--- src/rtl/seq_detect_pkg.sv ---
// seq_detect_pkg: shared constants and types for the serial pattern detector.
//   - Default MAX_LEN / CNT_W / TMO_W sizes.
//   - FSM state encodings (IDLE / ARMED / DONE).
//   - seq_desc_t: packed descriptor at default sizes, for CSR-side agents.
// Optional build macro: SEQ_DETECT_CTRL_AUTO_REARM_EN (used in seq_detect_ctrl).
package seq_detect_pkg;

    localparam int MAX_LEN_DEF = 8;
    localparam int CNT_W_DEF   = 8;
    localparam int TMO_W_DEF   = 16;
    localparam int LEN_W_DEF   = $clog2(MAX_LEN_DEF + 1);

    localparam logic [1:0] ST_IDLE  = 2'd0;
    localparam logic [1:0] ST_ARMED = 2'd1;
    localparam logic [1:0] ST_DONE  = 2'd2;

    typedef struct packed {
        logic [MAX_LEN_DEF-1:0] pattern;
        logic [LEN_W_DEF-1:0]   len;
        logic [CNT_W_DEF-1:0]   hits;
        logic [TMO_W_DEF-1:0]   timeout;
    } seq_desc_t;

endpackage

--- src/rtl/seq_match_window.sv ---
// seq_match_window: serial shift window with warm-up tracking and masked compare.
//   clk, reset     : clock, synchronous active-high reset
//   clear_i        : synchronous clear of shift register and valid-bit counter
//   din_valid_i    : qualifies din_i (shift enable)
//   din_i          : serial bit, shifted into bit 0
//   pattern_i      : pattern, bit 0 = most recent bit
//   len_i          : active pattern length (1..MAX_LEN)
//   match_o        : combinational, 1 when the window including din_i matches
module seq_match_window
    import seq_detect_pkg::*;
#(
    parameter int MAX_LEN = MAX_LEN_DEF,
    parameter int LEN_W   = $clog2(MAX_LEN + 1)
) (
    input  logic               clk,
    input  logic               reset,
    input  logic               clear_i,
    input  logic               din_valid_i,
    input  logic               din_i,
    input  logic [MAX_LEN-1:0] pattern_i,
    input  logic [LEN_W-1:0]   len_i,
    output logic               match_o
);

    logic [MAX_LEN-1:0] sr_q, sr_d;
    logic [LEN_W-1:0]   cnt_q, cnt_d;
    logic [MAX_LEN-1:0] mask;

    always_comb begin
        sr_d  = {sr_q[MAX_LEN-2:0], din_i};
        // Bit count saturates at MAX_LEN; enough to know the window is full.
        cnt_d = (cnt_q == LEN_W'(MAX_LEN)) ? cnt_q : cnt_q + 1'b1;
        mask  = '0;
        for (int i = 0; i < MAX_LEN; i++) begin
            mask[i] = (LEN_W'(i) < len_i);
        end
        // Compare against the window as it will be after this bit shifts in,
        // but only once len bits have arrived since the last clear.
        match_o = din_valid_i && (cnt_d >= len_i) &&
                  (((sr_d ^ pattern_i) & mask) == '0);
    end

    always_ff @(posedge clk) begin
        if (reset || clear_i) begin
            sr_q  <= '0;
            cnt_q <= '0;
        end else if (din_valid_i) begin
            sr_q  <= sr_d;
            cnt_q <= cnt_d;
        end
    end

endmodule

--- src/rtl/seq_detect_ctrl.sv ---
// seq_detect_ctrl: configure / arm / sequence a programmable serial pattern detector.
//   clk, reset          : clock, synchronous active-high reset
//   cfg_valid/cfg_ready : descriptor handshake (ready only in IDLE)
//   cfg_pattern/len/hits/timeout : descriptor fields
//   cfg_err             : one-cycle pulse when a descriptor with bad length is offered
//   din_valid, din      : qualified serial stream
//   abort               : cancel an armed run (back to IDLE, no done)
//   ack                 : acknowledge done
//   seen                : one-cycle pulse per match
//   hit_count           : matches in current run, saturating
//   busy / done         : in ARMED / in DONE
//   timed_out           : while done, 1 = run ended by timeout
// Optional build macro: SEQ_DETECT_CTRL_AUTO_REARM_EN -- a hit-terminated run
// shows done for one cycle, then re-arms with the same descriptor.
module seq_detect_ctrl
    import seq_detect_pkg::*;
#(
    parameter int MAX_LEN = MAX_LEN_DEF,
    parameter int CNT_W   = CNT_W_DEF,
    parameter int TMO_W   = TMO_W_DEF,
    parameter int LEN_W   = $clog2(MAX_LEN + 1)
) (
    input  logic               clk,
    input  logic               reset,
    input  logic               cfg_valid,
    output logic               cfg_ready,
    input  logic [MAX_LEN-1:0] cfg_pattern,
    input  logic [LEN_W-1:0]   cfg_len,
    input  logic [CNT_W-1:0]   cfg_hits,
    input  logic [TMO_W-1:0]   cfg_timeout,
    output logic               cfg_err,
    input  logic               din_valid,
    input  logic               din,
    input  logic               abort,
    input  logic               ack,
    output logic               seen,
    output logic [CNT_W-1:0]   hit_count,
    output logic               busy,
    output logic               done,
    output logic               timed_out
);

    typedef struct packed {
        logic [MAX_LEN-1:0] pattern;
        logic [LEN_W-1:0]   len;
        logic [CNT_W-1:0]   hits;
        logic [TMO_W-1:0]   timeout;
    } desc_t;

    logic [1:0]       state_q, state_d;
    desc_t            desc_q, desc_d;
    logic [CNT_W-1:0] hit_q, hit_d, hit_inc;
    logic [TMO_W-1:0] tmo_q, tmo_d, tmo_inc;
    logic             seen_q, seen_d;
    logic             to_q, to_d;
    logic             err_q, err_d;
    logic             len_ok, load, rearm, match;

    assign len_ok = (cfg_len != '0) && (cfg_len <= LEN_W'(MAX_LEN));
    assign load   = (state_q == ST_IDLE) && cfg_valid && len_ok;

`ifdef SEQ_DETECT_CTRL_AUTO_REARM_EN
    // Hit-terminated runs leave DONE after one cycle; timeouts still wait for ack.
    assign rearm = (state_q == ST_DONE) && !to_q;
`else
    assign rearm = 1'b0;
`endif

    seq_match_window #(.MAX_LEN(MAX_LEN), .LEN_W(LEN_W)) u_win (
        .clk         (clk),
        .reset       (reset),
        .clear_i     (load || rearm),
        .din_valid_i (din_valid && (state_q == ST_ARMED)),
        .din_i       (din),
        .pattern_i   (desc_q.pattern),
        .len_i       (desc_q.len),
        .match_o     (match)
    );

    assign hit_inc = (&hit_q) ? hit_q : hit_q + 1'b1;
    assign tmo_inc = tmo_q + 1'b1;

    always_comb begin
        state_d = state_q;
        desc_d  = desc_q;
        hit_d   = hit_q;
        tmo_d   = tmo_q;
        seen_d  = 1'b0;
        to_d    = to_q;
        err_d   = 1'b0;
        case (state_q)
            ST_IDLE: begin
                if (cfg_valid) begin
                    if (len_ok) begin
                        desc_d  = '{pattern: cfg_pattern, len: cfg_len,
                                    hits: cfg_hits, timeout: cfg_timeout};
                        hit_d   = '0;
                        tmo_d   = '0;
                        to_d    = 1'b0;
                        state_d = ST_ARMED;
                    end else begin
                        err_d = 1'b1;
                    end
                end
            end
            ST_ARMED: begin
                if (abort) begin
                    state_d = ST_IDLE;
                end else begin
                    tmo_d = tmo_inc;
                    if (match) begin
                        seen_d = 1'b1;
                        hit_d  = hit_inc;
                    end
                    // The final hit outranks a timeout landing on the same cycle.
                    if (match && (desc_q.hits != '0) && (hit_inc == desc_q.hits)) begin
                        state_d = ST_DONE;
                        to_d    = 1'b0;
                    end else if ((desc_q.timeout != '0) && (tmo_inc == desc_q.timeout)) begin
                        state_d = ST_DONE;
                        to_d    = 1'b1;
                    end
                end
            end
            ST_DONE: begin
                if (rearm) begin
                    state_d = ST_ARMED;
                    hit_d   = '0;
                    tmo_d   = '0;
                end else if (ack) begin
                    state_d = ST_IDLE;
                    to_d    = 1'b0;
                end
            end
            default: state_d = ST_IDLE;
        endcase
    end

    always_ff @(posedge clk) begin
        if (reset) begin
            state_q <= ST_IDLE;
            desc_q  <= '0;
            hit_q   <= '0;
            tmo_q   <= '0;
            seen_q  <= 1'b0;
            to_q    <= 1'b0;
            err_q   <= 1'b0;
        end else begin
            state_q <= state_d;
            desc_q  <= desc_d;
            hit_q   <= hit_d;
            tmo_q   <= tmo_d;
            seen_q  <= seen_d;
            to_q    <= to_d;
            err_q   <= err_d;
        end
    end

    assign cfg_ready = (state_q == ST_IDLE);
    assign busy      = (state_q == ST_ARMED);
    assign done      = (state_q == ST_DONE);
    assign seen      = seen_q;
    assign hit_count = hit_q;
    assign timed_out = to_q;
    assign cfg_err   = err_q;

endmodule
--- config.mk ---
export PLATFORM = sky130hd
export DESIGN_NAME = seq_detect_ctrl
export DESIGN_NICKNAME = d
export VERILOG_FILES = /design/src/rtl/seq_detect_pkg.sv /design/src/rtl/seq_match_window.sv /design/src/rtl/seq_detect_ctrl.sv
export SDC_FILE = /design/constraint.sdc
export NUM_CORES = 1
export LEC_CHECK = 0
export ABC_AREA = 1
export BUFFER_PORTS_ARGS = -buffer_cell sky130_fd_sc_hd__buf_2
export CORE_MARGIN = 5
export CORE_UTILIZATION = 40
export CTS_BUF_LIST = sky130_fd_sc_hd__clkbuf_4
export CTS_CLUSTER_SIZE = 12
export DETAILED_ROUTE_END_ITERATION = 8
export HOLD_SLACK_MARGIN = 0.12
export SKIP_LAST_GASP = 1
export SYNTH_ARGS = -nofsm -noshare
export SYNTH_HDL_FRONTEND = slang
export SYNTH_SLANG_ARGS = --single-unit
--- constraint.sdc ---
create_clock -name clk -period 2.4 [get_ports clk]
set_input_delay 0.36 -clock clk [delete_from_list [all_inputs] [get_ports clk]]
set_output_delay 0.36 -clock clk [all_outputs]
set_load 0.02 [all_outputs]
==> flow_metrics.env, run 1 <==
export IMPL_syn_area_per_cell_um2=6.538
export IMPL_r2r_start="u_win.cnt_q[0]"
export IMPL_fmaxAchievable_mhz=423.2
export IMPL_vdd_ir_drop_max_mv=0.3846
export IMPL_port_buffers=56
export IMPL_p_per_area_mw_per_mm2=527.3
export IMPL_cts_tree="done"
export IMPL_p_leak_nw=2.134
export IMPL_drt_total_wl_mm=11.74
export IMPL_grt_pass1_vias=4203
export IMPL_hp_start="cfg_pattern[0]"
export IMPL_start_util_pct=40.46
export IMPL_root_buffer="clkbuf_4"
export IMPL_ant_nets=0
export IMPL_whs_ns=0.1712
export IMPL_drv_slew=0
export IMPL_drive_gt1_share_pct=20.46
export IMPL_crit_slowest_cell="dfxtp_2"
export IMPL_crit_buf_inv=5
export IMPL_r2r_setup_slack_ns=0.04
export IMPL_viasPerCell=5.062
export IMPL_cp_arrival_ns=2.74
export IMPL_htreeDepth=3
export IMPL_dr_pass1_iters=5
export IMPL_finalHoldViolCount=0
export IMPL_clk_pin_slew_ns=0.12
export IMPL_cp_start_kind="register"
export IMPL_dp_hpwl_mm=8.768
export IMPL_grt_max_degree=38
export IMPL_min_to="desc_q[28]"
export IMPL_crit_chain="inv_2, ha_4, nand2_4, nor2_4, buf_6, nor3b_4, ha_1, nand2_1, inv_2, nand2_2, nand3_2, nand2_2, inv_2, nand3_2, nor2_1, nand3_1, nand2_2, inv_2, nand2_4, or2_1, a21oi_2"
export IMPL_min_period_over_period_pct=98.45
export IMPL_netlist_instances=665
export IMPL_routed_via_count=4419
export IMPL_die_area_mm2=0.01306
export IMPL_r2r_cells=21
export IMPL_synth_distinct_cells=38
export IMPL_setup_viol=0
export IMPL_core_area_mm2=0.01075
export IMPL_ys_seq_elements=76
export IMPL_dieWidth_um=114.3
export IMPL_cp_slowest_stage_delay_ns=0.35
export IMPL_io_pins=57
export IMPL_clock_sinks=76
export IMPL_antenna_found_initial=0
export IMPL_syn_to_final_growth_pct=17.01
export IMPL_setup_worst_path_class="register to register"
export IMPL_clk_path_buf_depth=2
export IMPL_drc=0
export IMPL_status="finished, final reports clean"
export IMPL_grt_pass1_wl_mm=19.80
export IMPL_gp_congestion=0.8646
export IMPL_grt_overflow_total=0
export IMPL_cp_startpoint="u_win.cnt_q[0]"
export IMPL_cts_buffers=9
export IMPL_cp_common_cell="inv_2"
export IMPL_fp_row_count=38
export IMPL_crit_family="simple AND/OR/NAND/NOR gates"
export IMPL_drv_cap=0
export IMPL_max_slew_margin_pct=65.28
export IMPL_critPathRequiredTime_ns=2.78
export IMPL_path_max_fanout=5
export IMPL_layout_common_cells="nand2_1 (178), dfxtp_1 (73), nand3_1 (67)"
export IMPL_drt_initial_drc_count=213
export IMPL_synth_cell_area_mm2=0.004348
export IMPL_rr_endpoint="state_q[0]"
export IMPL_post_drt_wl_per_cell_um=13.44
export IMPL_ys_seq_area_share_pct=34.99
export IMPL_hold_path_class="input pin to register"
export IMPL_min_period_ns=2.363
export IMPL_crit_path_end_kind="register"
export IMPL_p_total_w=0.002682
export IMPL_rsz0062_at_grt="true"
export IMPL_grt_usage_pct=18.90
export IMPL_final_common_cell="nand2_1"
export IMPL_finalCoreUtilization_pct=47.35
export IMPL_die_h_um=114.3
export IMPL_fin_skew_ns=0.01789
export IMPL_clock_latency_ns=0.45
export IMPL_holdPathStages=3
export IMPL_worstMarginPinSlew_ns=0.5176
export IMPL_synth_nets=716
export IMPL_n_antenna_cell=0
export IMPL_yosysWarnings=0
export IMPL_nets=780
==> metal layers <==
layer,share of wire [%],track usage (%)
met5,0,0
met2,47,31.19
met1,46,24.40
met4,2.4,7.680
met3,5.0,3.383
==> synthesized netlist by cell type <==
library cell	number	area share (%)
a211oi_1	7	1.2
a21oi_1	62	7.1
a21oi_2	1	0.20
a31oi_1	4	0.58
a32o_1	2	0.46
buf_1	1	0.086
buf_2	3	0.35
buf_6	1	0.26
clkbuf_1	17	1.5
clkinv_1	1	0.086
dfxtp_1	76	35
ha_1	8	2.3
inv_1	71	6.1
inv_2	4	0.35
nand2_1	184	16
nand2_2	11	1.6
nand2_4	1	0.26
nand3_1	70	8.1
nand3_2	5	1.2
nand3_4	1	0.40
nand3b_1	3	0.52
nand4_1	10	1.4
nor2_1	51	4.4
nor2_2	5	0.72
nor2_4	6	1.6
nor3_1	2	0.23
nor3b_1	1	0.17
o21ai_0	34	3.9
o21ai_1	3	0.35
o21ai_2	2	0.40
o21bai_1	1	0.17
o22ai_1	1	0.14
o311ai_0	1	0.20
o32ai_1	4	0.81
or2_1	1	0.14
or2_2	2	0.29
xnor2_1	2	0.40
xor2_1	6	1.2
==> flip-flops by register name, summed over array words and instances (netlist names) <==
signal,flops
desc_q,36
tmo_q,16
hit_count,8
u_win.sr_q,7
u_win.cnt_q,4
state_q,2
cfg_err,1
seen,1
timed_out,1
==> worst register-to-register path: stages, from the launching register on <==
cell and delay (ns):
dfxtp_2 0.35, inv_2 0.05, ha_4 0.16, nand2_4 0.07, nor2_4 0.04, buf_6 0.12
nor3b_4 0.19, ha_1 0.25, nand2_1 0.07, inv_2 0.05, nand2_2 0.06, nand3_2 0.08
nand2_2 0.07, inv_2 0.03, nand3_2 0.07, nor2_1 0.05, nand3_1 0.08, nand2_2 0.06
inv_2 0.08, nand2_4 0.06, or2_1 0.21, a21oi_2 0.10
==> final cells by class <==
type	count	area (um2)
Inverter	76	285.3
Clock buffer	9	67.56
Timing Repair Buffer	75	451.7
Multi-Input combinational cell	491	2526
Fill cell	1152	5658
Sequential cell	76	1525
Tap cell	140	175.2
Clock inverter	6	56.30
==> where the power goes <==
part           switching [W]  total [W]  internal [W]
logic               0.000329   0.000531      0.000202
clock network       0.000468   0.000771      0.000303
registers          0.0000540    0.00138       0.00133
==> kinds of logic (layout without fill, tap and decap cells) <==
| group | after synthesis | count (layout) | share of synthesized area, % |
|---|---|---|---|
| AND/OR/NAND/NOR | 353 | 353 | 36.81 |
| AO/OA/AOI/OAI | 122 | 122 | 15.57 |
| buffers and inverters | 98 | 166 | 8.719 |
| flip-flops | 76 | 76 | 34.99 |
| adder cells (fa/ha/maj) | 8 | 8 | 2.302 |
| XOR/XNOR | 8 | 8 | 1.612 |
==> per-stage QoR <==
stage	instance area, um2	setup TNS [ns]	setup slack, ns	cells
after floorplan	4348	0	0.1309	665
after global placement	4842	0	0.01454	853
after detailed placement	4842	-0.4761	-0.1294	853
after CTS	5036	0	0.008878	873
after global routing	5087	-0.3867	-0.08864	873
final	5087	0	0.03731	873
==> worst max-delay path by stage <==
| stage | endpoint | slack, ns | depth (start not counted) |
|---|---|---|---|
| floorplan | state_q[0] | 0.13 | 20 |
| global placement | state_q[0] | 0.01 | 20 |
| detailed placement | state_q[0] | -0.13 | 20 |
| CTS | state_q[1] | 0.009 | 20 |
| global route | timed_out | -0.09 | 21 |
| finish | state_q[0] | 0.04 | 21 |
==> repair_timing <==
item,in CTS,in global routing
endpoints found under the setup margin,10,11
hold buffers,0,0
resized for setup,10,17
pin swaps,6,5
buffers inserted,5,0
Note: power is estimated with default switching activity, not from simulation.
==> run 2: changes to the inputs <==
- CTS_BUF_LIST: sky130_fd_sc_hd__clkbuf_4 -> sky130_fd_sc_hd__clkbuf_2
- SYNTH_HIERARCHICAL: not set -> 1
==> flow_metrics.env, run 2 <==
export IMPL_htreeDepth=3
export IMPL_ant_nets=0
export IMPL_critPathRequiredTime_ns=2.86
export IMPL_place_ws_ns=-0.1265
export IMPL_async_flop_share_pct=0
export IMPL_rsz0062_at_grt="true"
export IMPL_cp_arrival_ns=2.91
export IMPL_drc=0
export IMPL_yosysWarnings=6
export IMPL_synth_edf_count=0
export IMPL_seqCellArea_mm2=0.001524
export IMPL_synth_distinct_cells=34
export IMPL_multi_input_area_mm2=0.002427
export IMPL_min_period_over_period_pct=102.1
export IMPL_max_slew_margin_pct=60.82
export IMPL_setup_tns_ns=-0.1024
export IMPL_p_int_w=0.001694
export IMPL_clk_pin_slew_ns=0.25
export IMPL_ys_seq_area_share_pct=35.87
export IMPL_hold_path_class="input pin to register"
export IMPL_drt_total_wl_mm=11.63
export IMPL_cp_start_kind="register"
export IMPL_setup_worst_path_class="register to register"
export IMPL_violations="negative setup slack"
export IMPL_synth_most_common_cell="nand2_1"
export IMPL_cts_tree="done"
export IMPL_grt_overflow_total=0
export IMPL_viasPerCell=4.897
export IMPL_whs_ns=0.1958
export IMPL_dp_hpwl_mm=8.205
export IMPL_nets=810
export IMPL_path_max_fanout=4
export IMPL_fillCellCount=1027
export IMPL_vdd_ir_drop_max_mv=0.2542
export IMPL_drv_cap=0
export IMPL_ys_top_cells_by_area="dfxtp_1 (36%), nand2_1 (15%), inv_1 (7.0%), nor2_1 (6.8%), nand3_1 (6.7%)"
export IMPL_finalCoreUtilization_pct=51.98
export IMPL_io_pins=57
export IMPL_finalHoldViolCount=0
export IMPL_fin_skew_ns=0.02487
export IMPL_syn_to_final_growth_pct=26.52
export IMPL_netlist_instances=655
export IMPL_clock_latency_ns=0.55
export IMPL_die_h_um=113.0
export IMPL_start_util_pct=41.09
export IMPL_synth_top_cell_by_area="dfxtp_1"
export IMPL_clk_path_buf_depth=2
export IMPL_p_per_area_mw_per_mm2=474.0
export IMPL_dieWidth_um=113.0
export IMPL_drt_initial_drc_count=277
export IMPL_grt_pass1_wl_mm=19.55
export IMPL_setup_viol=3
export IMPL_grt_max_degree=41
export IMPL_cp_startpoint="u_win/cnt_q[0]"
export IMPL_timing_final_ws_setup_ns=-0.05044
export IMPL_synth_top_cells_by_count="nand2_1 (168), inv_1 (79), nor2_1 (77)"
export IMPL_dr_pass1_iters=5
export IMPL_layout_common_cells="nand2_1 (167), inv_1 (75), nor2_1 (74), dfxtp_1 (74), buf_2 (56)"
export IMPL_holdPathStages=3
export IMPL_final_common_cell="nand2_1"
export IMPL_worstMarginPinSlew_ns=0.5871
export IMPL_cts_buffers=9
export IMPL_synth_nets=706
export IMPL_ys_seq_elements=76
export IMPL_post_drt_wl_per_cell_um=12.92
export IMPL_hp_start="abort"
export IMPL_grt_pass1_vias=4246
export IMPL_drive_gt1_share_pct=17.41
export IMPL_place_area_mm2=0.004752
export IMPL_syn_area_per_cell_um2=6.476
export IMPL_gp_congestion=0.8743
export IMPL_synth_ff_type="dfxtp_1"
export IMPL_r2r_cells=21
export IMPL_crit_path_end_kind="register"
export IMPL_antenna_found_initial=0
export IMPL_grt_usage_pct=18.67
export IMPL_die_area_mm2=0.01276
export IMPL_port_buffers=56
export IMPL_status="finished with violations"
export IMPL_combPwrFrac_pct=19.8
export IMPL_p_sw_w=0.0008493
export IMPL_clkPwrFrac_pct=26.2
export IMPL_swShare_pct=33.39
export IMPL_design_area_mm2=0.005366
export IMPL_synth_cell_area_mm2=0.004242
export IMPL_p_leak_nw=2.350
export IMPL_fp_row_count=37
export IMPL_largest_reg_flops=36
export IMPL_n_antenna_cell=0
export IMPL_routed_via_count=4407
export IMPL_clock_sinks=76
export IMPL_p_seq_share_pct=54.0
export IMPL_min_period_ns=2.450
export IMPL_root_buffer="clkbuf_2"
export IMPL_fmaxAchievable_mhz=408.1
export IMPL_r2r_start="u_win/cnt_q[0]"
export IMPL_netlist_area_leader_share_pct=35.87
export IMPL_drv_slew=0
export IMPL_core_area_mm2=0.01032
export IMPL_top_register="desc_q"
## run 2: changes by cell type in the layout (fill, tap and decap cells not counted), sizes merged, moves of 5 or more
cell / change
o21ai: +12
nand2: -21
nand3: -18
a211oi: -6
a21oi: -7
dlygate4sd3: +39
inv: +11
clkinv: -5
nor2: +25
## run 2: cell families (layout without fill, tap and decap cells)
family,count (synthesis),in the layout,synth area share (%)
buffers and inverters,102,211,9.174
adders and majority gates,8,8,2.360
AOI/OAI and AO/OA,119,119,14.99
xor gates and xnor gates,14,14,3.540
and+or+nand+nor,336,336,34.07
DFF,76,76,35.87
## run 2: critical path: stages (launching register included)
cell,delay [ns]
dfxtp_2,0.39
buf_4,0.15
ha_1,0.21
nand3_1,0.09
o21ai_1,0.10
ha_1,0.29
nand2_1,0.04
inv_1,0.04
nand2_1,0.04
nand2_1,0.05
nand2_1,0.06
nor2_2,0.08
inv_2,0.04
nor2_2,0.07
nand2_1,0.06
nor2_1,0.07
nand3_1,0.07
nor2_1,0.11
nor2_1,0.08
nand2_2,0.10
nor2_1,0.06
o21a_1,0.16
## run 2: through the flow
| step | power [W] | std cells |
|---|---|---|
| 3_3_place_gp | 0.001826 | 843 |
| 4_1_cts | 0.002559 | 900 |
| 6_report | 0.002544 | 900 |
| 3_5_place_dp | 0.001831 | 843 |
| 5_1_grt | 0.002704 | 900 |
| 2_1_floorplan | 0.001678 | 655 |
## run 2: worst paths after layout
check	end	slack, ns
setup / recovery	state_q[0]	-0.05
hold / removal	state_q[0]	0.20
setup reg to reg	state_q[0]	-0.05
hold reg to reg	u_win/sr_q[1]	0.48
## run 2: routing by layer
layer | vias up | share of wire, % | GRT usage (%)
li1 | 2319 | - | -
met1 | 1959 | 49 | 24.85
met2 | 114 | 45 | 31.20
met3 | 15 | 4.9 | 2.888
met4 | 0 | 1.3 | 5.689
met5 | - | 0 | 0
## run 2: power groups by stage
stage                     Combinational [W]  Sequential, W  Clock (W)
after floorplan                    0.000290        0.00139          0
final                              0.000505        0.00137   0.000666
after CTS                          0.000493        0.00137   0.000693
after global placement             0.000432        0.00139          0
after detailed placement           0.000436        0.00140          0
after global routing               0.000572        0.00138   0.000750
## run 2: final cells by class
| cell class | instances | area share (%) |
|---|---|---|
| inverter | 83 | 5.852 |
| tap | 136 | 3.171 |
| timing repair buffer | 112 | 15.41 |
| clock inverter | 7 | 1.096 |
| multi-input combinational | 477 | 45.23 |
| clock buffer | 9 | 0.8394 |
| sequential | 76 | 28.40 |
## run 2: what timing repair did
action,CTS,global route
resized for setup,11,17
cloned,0,0
endpoints found under the hold margin,38,1
pin swaps,7,3
endpoints found under the setup margin,5,12
hold buffers,38,1
buffers inserted,3,0
